File: src/rtl/riscv_pkg.sv
// Shared fetch/decode definitions: fetch FSM states, the canonical NOP and the
// base opcode map consumed by the main decoder.
package riscv_pkg;

  typedef enum logic [1:0] {
    S_RESET = 2'd0,
    S_REQ   = 2'd1,
    S_WAIT  = 2'd2,
    S_HOLD  = 2'd3
  } fetch_state_e;

  localparam logic [31:0] NOP_INSTR = 32'h0000_0013;  // addi x0, x0, 0

  localparam logic [6:0] OP_LOAD   = 7'b0000011;
  localparam logic [6:0] OP_STORE  = 7'b0100011;
  localparam logic [6:0] OP_RTYPE  = 7'b0110011;
  localparam logic [6:0] OP_BRANCH = 7'b1100011;
  localparam logic [6:0] OP_ITYPE  = 7'b0010011;
  localparam logic [6:0] OP_JAL    = 7'b1101111;

endpackage

File: src/rtl/instr_fetch.sv
// Instruction fetch front end: one outstanding imem read, holds the fetched
// instruction for decode and applies branch/jump and flush redirects.
module instr_fetch
  import riscv_pkg::*;
#(
  parameter int unsigned      XLEN     = 32,
  parameter logic [XLEN-1:0] RESET_PC = '0
) (
  input  logic            clk,
  input  logic            rst_n,
  output logic            imem_req,
  output logic [XLEN-1:0] imem_addr,
  input  logic            imem_rvalid,
  input  logic [XLEN-1:0] imem_rdata,
  output logic            instr_valid,
  input  logic            instr_ready,
  output logic [XLEN-1:0] Instr,
  output logic [6:0]      op,
  output logic [XLEN-1:0] PC,
  output logic [XLEN-1:0] PCPlus4,
  input  logic            PCSrc,
  input  logic [XLEN-1:0] PCTarget,
  input  logic            flush,
  input  logic [XLEN-1:0] flush_pc
);

  localparam logic [XLEN-1:0] WORD_MASK = ~XLEN'(3);
  localparam logic [XLEN-1:0] FOUR      = XLEN'(4);

  fetch_state_e    state_q, state_d;
  logic [XLEN-1:0] pc_q, pc_d;
  logic            kill_q, kill_d;
  logic            req_q, req_d;
  logic            valid_q, valid_d;
  logic [XLEN-1:0] instr_q, instr_d;
  logic [XLEN-1:0] pc_out_q, pc_out_d;
  logic [XLEN-1:0] pc_plus4_q, pc_plus4_d;

  always_comb begin
    state_d    = state_q;
    pc_d       = pc_q;
    kill_d     = kill_q;
    instr_d    = instr_q;
    pc_out_d   = pc_out_q;
    pc_plus4_d = pc_plus4_q;

    unique case (state_q)
      S_RESET: state_d = S_REQ;
      S_REQ: begin
        state_d = S_WAIT;
        if (flush) kill_d = 1'b1;
      end
      S_WAIT: begin
        if (imem_rvalid) begin
          // A flush landing on the same cycle as the response kills it directly.
          if (kill_q || flush) begin
            kill_d  = 1'b0;
            state_d = S_REQ;
          end else begin
            instr_d    = imem_rdata;
            pc_out_d   = pc_q;
            pc_plus4_d = pc_q + FOUR;
            state_d    = S_HOLD;
          end
        end else if (flush) begin
          kill_d = 1'b1;
        end
      end
      S_HOLD: begin
        if (flush) begin
          state_d = S_REQ;
        end else if (instr_ready) begin
          pc_d    = PCSrc ? (PCTarget & WORD_MASK) : pc_plus4_q;
          state_d = S_REQ;
        end
      end
      default: state_d = S_RESET;
    endcase

    if (flush) pc_d = flush_pc & WORD_MASK;

    req_d   = (state_d == S_REQ);
    valid_d = (state_d == S_HOLD);
  end

  always_ff @(posedge clk or negedge rst_n) begin
    if (!rst_n) begin
      state_q    <= S_RESET;
      pc_q       <= RESET_PC;
      kill_q     <= 1'b0;
      req_q      <= 1'b0;
      valid_q    <= 1'b0;
      instr_q    <= XLEN'(NOP_INSTR);
      pc_out_q   <= RESET_PC;
      pc_plus4_q <= RESET_PC + FOUR;
    end else begin
      state_q    <= state_d;
      pc_q       <= pc_d;
      kill_q     <= kill_d;
      req_q      <= req_d;
      valid_q    <= valid_d;
      instr_q    <= instr_d;
      pc_out_q   <= pc_out_d;
      pc_plus4_q <= pc_plus4_d;
    end
  end

  // pc_q only moves outside S_REQ, so it doubles as the request address.
  assign imem_req    = req_q;
  assign imem_addr   = pc_q;
  assign instr_valid = valid_q;
  assign Instr       = instr_q;
  assign op          = instr_q[6:0];
  assign PC          = pc_out_q;
  assign PCPlus4     = pc_plus4_q;

endmodule

File: config.mk
export PLATFORM = sky130hd
export DESIGN_NAME = instr_fetch
export DESIGN_NICKNAME = d
export VERILOG_FILES = /design/src/rtl/riscv_pkg.sv /design/src/rtl/instr_fetch.sv
export SDC_FILE = /design/constraint.sdc
export NUM_CORES = 1
export LEC_CHECK = 0
export BUFFER_PORTS_ARGS = -buffer_cell sky130_fd_sc_hd__buf_2
export CORE_MARGIN = 10
export CORE_UTILIZATION = 45
export DETAILED_ROUTE_END_ITERATION = 6
export PLACE_DENSITY = 0.85
export SLEW_MARGIN = 30
export SYNTH_ARGS = -nofsm -noshare
export SYNTH_HDL_FRONTEND = slang
export SYNTH_SLANG_ARGS = --single-unit
File: constraint.sdc
create_clock -name clk -period 2.2 [get_ports clk]
set_input_delay 0.11 -clock clk [delete_from_list [all_inputs] [get_ports clk]]
set_output_delay 0.11 -clock clk [all_outputs]
set_load 0.05 [all_outputs]
==> results.txt <==
Reg2reg end -> PCPlus4[22]$_DFFE_PN0P_
Vias/cell -> 5.116
Syn Area/Cell -> 10.90 um2
Yosys top cell area share -> 52.93%
Core Region -> 13140 um2
Worst slew pin tran -> 0.6212 ns
Clock tree buffer depth -> 2
Synth cell count leaders -> dfrtp_1, nand2_1, mux2_2
Top post-synthesis cells by area -> dfrtp_1, mux2_2, mux2i_1, o21ai_0, nand2_1
WP buf/inv -> 0
Post-Place Cells -> 933
Depth of the most critical reg-to-reg path -> 6
CP Cell Sequence -> ha_1, nand3_1, nor4_4, nand3_1, xor2_1, o21ai_0
Drt pass-1 iters -> 4
Layout cells sized above 1 -> 41.67%
Cell type with the largest total area after synthesis -> dfrtp_1
Overflow after GRT -> 0
Critical path type -> reg -> reg
CTS tree -> built
Die footprint -> 18360 um2
Clock Latency Late Sink -> 0.42 ns
Yosys warns -> 0
Worst R2R Setup Slack -> 0.19 ns
Prevailing post-synth register cell -> dfrtp_1
Rows -> 42
Syn nets -> 654
Post-synthesis cell area -> 6005 um2
Placed cell areas -> 7348 um2
Routed wire length -> 18610 um
IO Port Bufs -> 234
CTS root buf -> clkbuf_16
Synthesis-to-layout area growth -> 43.95%
H-tree depth -> 4
Hold Crit Depth -> 4
Fin crit share -> 91.27%
# IOs -> 239
Slew headroom -> 58.59%
Post-synthesis sequential area ratio -> 54.68%
Mapped Cells -> 551
Drc violations -> 0
RSZ-0062 raised after global routing -> false
Nets -> 942
GP Congestion -> 0.8246
Clk slew on worst S/H paths -> 0.06 ns
Hold Violations, Final -> 0
Pleak -> 4.319 nW
DRT antenna net count -> 0
Design area -> 8643 um2
CP Launch Type -> flip-flop
Tot GR Track Use -> 20.10%
Flops & latches, synth -> 131
Hold Crit Class -> in -> reg
Setup WS pre-CTS -> 0.1602 ns
Cell class contributing the biggest share of worst-path delay -> simple AND/OR/NAND/NOR gates
Most used cell, CP -> nand3_1
Met2 usage -> 33.61%
Vias in the first global route -> 5548
Data required, critical path -> 2.53 ns
Final instance count without filler cells -> 1029
Die X -> 135.5 um
Skew final -> 0.009592 ns
Die Height -> 135.5 um
Iteration-0 DRC count of the detailed router -> 241
Final setup viols -> 0
CTS Sinks -> 131
Worst Path Max Fanout -> 6
Slowest stage delay, CP -> 0.48 ns
Post-Route Setup TNS -> 0 ns
Peak supply drop -> 0.0009282 V
Status -> completed
Share of flip-flops with an asynchronous set or reset -> 100.0%
Critical Path End Type -> flip-flop
Slew Limit Fails -> 0
Most frequent cell after synthesis -> dfrtp_1
Dpl hpwl -> 12680 um
Hold endpoint -> kill_q$_DFFE_PN0P_
TritonCTS Buffers -> 17
GRT Max-Usage Layer -> met2
Initial antenna violation count -> 1
Global routing met1 resource utilization -> 21.71%
Via count -> 5264
RR Startpoint -> imem_addr[3]$_DFFE_PN0P_
Critical path arrival -> 2.34 ns
Tmin final -> 2.008 ns
Unique cell type count in the Yosys netlist -> 34
Worst hold start -> imem_rvalid
First-pass GRT wire length -> 29070 um
Initial Util -> 45.70%
Maxcap violations -> 0
Post-DR wirelength/cell -> 18.08 um
EDFF count, synth -> 0
CP max-delay cell -> nor4_4
P per Cell Area -> 1555 nW/um2
PnR worst setup slack -> 0.1921 ns
Fmax -> 498.0 MHz
Met3 layer usage reported by global route -> 8.828%
Overall power -> 13.44 mW
Pin count of the biggest net entering global routing -> 93
report_power, final:
part | switching [mW] | internal (mW)
logic | 4.67 | 1.59
clock network | 1.01 | 2.10
registers | 0.727 | 3.35
sequential cells by signal, indices dropped and copies added (netlist names):
register and flops:
Instr 32, imem_req 1, PC 32, kill_q 1, instr_valid 1, imem_addr 32
state_q 2, PCPlus4 30
through the flow:
step                      hold WS [ns]  utilization [%]
after global placement         0.09904            55.93
after CTS                      0.06337            65.70
after floorplan                -0.1856                -
final                          0.08402            65.79
after detailed placement        0.1081            55.93
after global routing            0.1128            65.79
metal layers:
layer | part of all wire [%] | up-vias | wire length, um
li1 | - | 2472 | -
met1 | 39 | 2548 | 7167
met2 | 50 | 204 | 9291
met3 | 8.8 | 40 | 1642
met4 | 2.7 | 0 | 508
met5 | 0 | - | 0
worst max-delay path by stage:
stage / slack, ns / from / to / depth (start not counted)
floorplan: 0.11 / imem_addr[2]$_DFFE_PN0P_ / PCPlus4[28]$_DFFE_PN0P_ / 6
global placement: 0.23 / imem_addr[3]$_DFFE_PN0P_ / PCPlus4[24]$_DFFE_PN0P_ / 6
detailed placement: 0.16 / imem_addr[3]$_DFFE_PN0P_ / PCPlus4[18]$_DFFE_PN0P_ / 6
CTS: 0.13 / imem_addr[3]$_DFFE_PN0P_ / PCPlus4[22]$_DFFE_PN0P_ / 6
global route: 0.02 / imem_addr[3]$_DFFE_PN0P_ / PCPlus4[18]$_DFFE_PN0P_ / 6
finish: 0.19 / imem_addr[3]$_DFFE_PN0P_ / PCPlus4[22]$_DFFE_PN0P_ / 6
layout make-up:
class | count | area (um2)
inverters | 3 | 11.26
clock inverters | 9 | 175.2
diodes | 1 | 2.502
clock buffers | 23 | 478.0
fillers | 968 | 4494
well taps | 176 | 220.2
flip-flops and latches | 131 | 3283
multi-input cells | 374 | 2527
repair buffers | 312 | 1946
cells in the final DEF, fill, tap and decap left out, drive strengths merged, types with 5 or more instances in the layout:
| cell | instances |
|---|---|
| mux2 | 64 |
| nand2 | 69 |
| nand4 | 8 |
| o21ai | 62 |
| bufinv | 5 |
| buf | 249 |
| mux2i | 31 |
| nand3 | 12 |
| nor3 | 6 |
| xor2 | 13 |
| dfrtp | 127 |
| nor2 | 42 |
| a21oi | 34 |
| clkbuf | 23 |
| dlygate4sd3 | 63 |
| xnor2 | 15 |
worst min-delay path, stage by stage:
cell and delay (ns):
buf_2 0.12, nor2_1 0.06, a21oi_1 0.10, a21oi_1 0.07
timing repair:
item | in CTS | in global routing
hold buffers | 63 | 0
endpoints found under the setup margin | 0 | 4
gates resized for setup | 0 | 1
buffers inserted | 0 | 0
endpoints found under the hold margin | 114 | 0
cells by family (layout without fill, tap and decap cells):
group	count (synthesis)	after routing	synth area share, %
AND/OR/NAND/NOR	152	152	11.88
flip-flops	131	131	54.68
AO/OA/AOI/OAI	98	98	8.314
multiplexers	95	95	17.17
buffers and inverters	46	347	3.667
XOR/XNOR	28	28	4.084
adder cells (fa/ha/maj)	1	1	0.2083
other	0	1	0
Note: power is estimated with default switching activity, not from simulation.
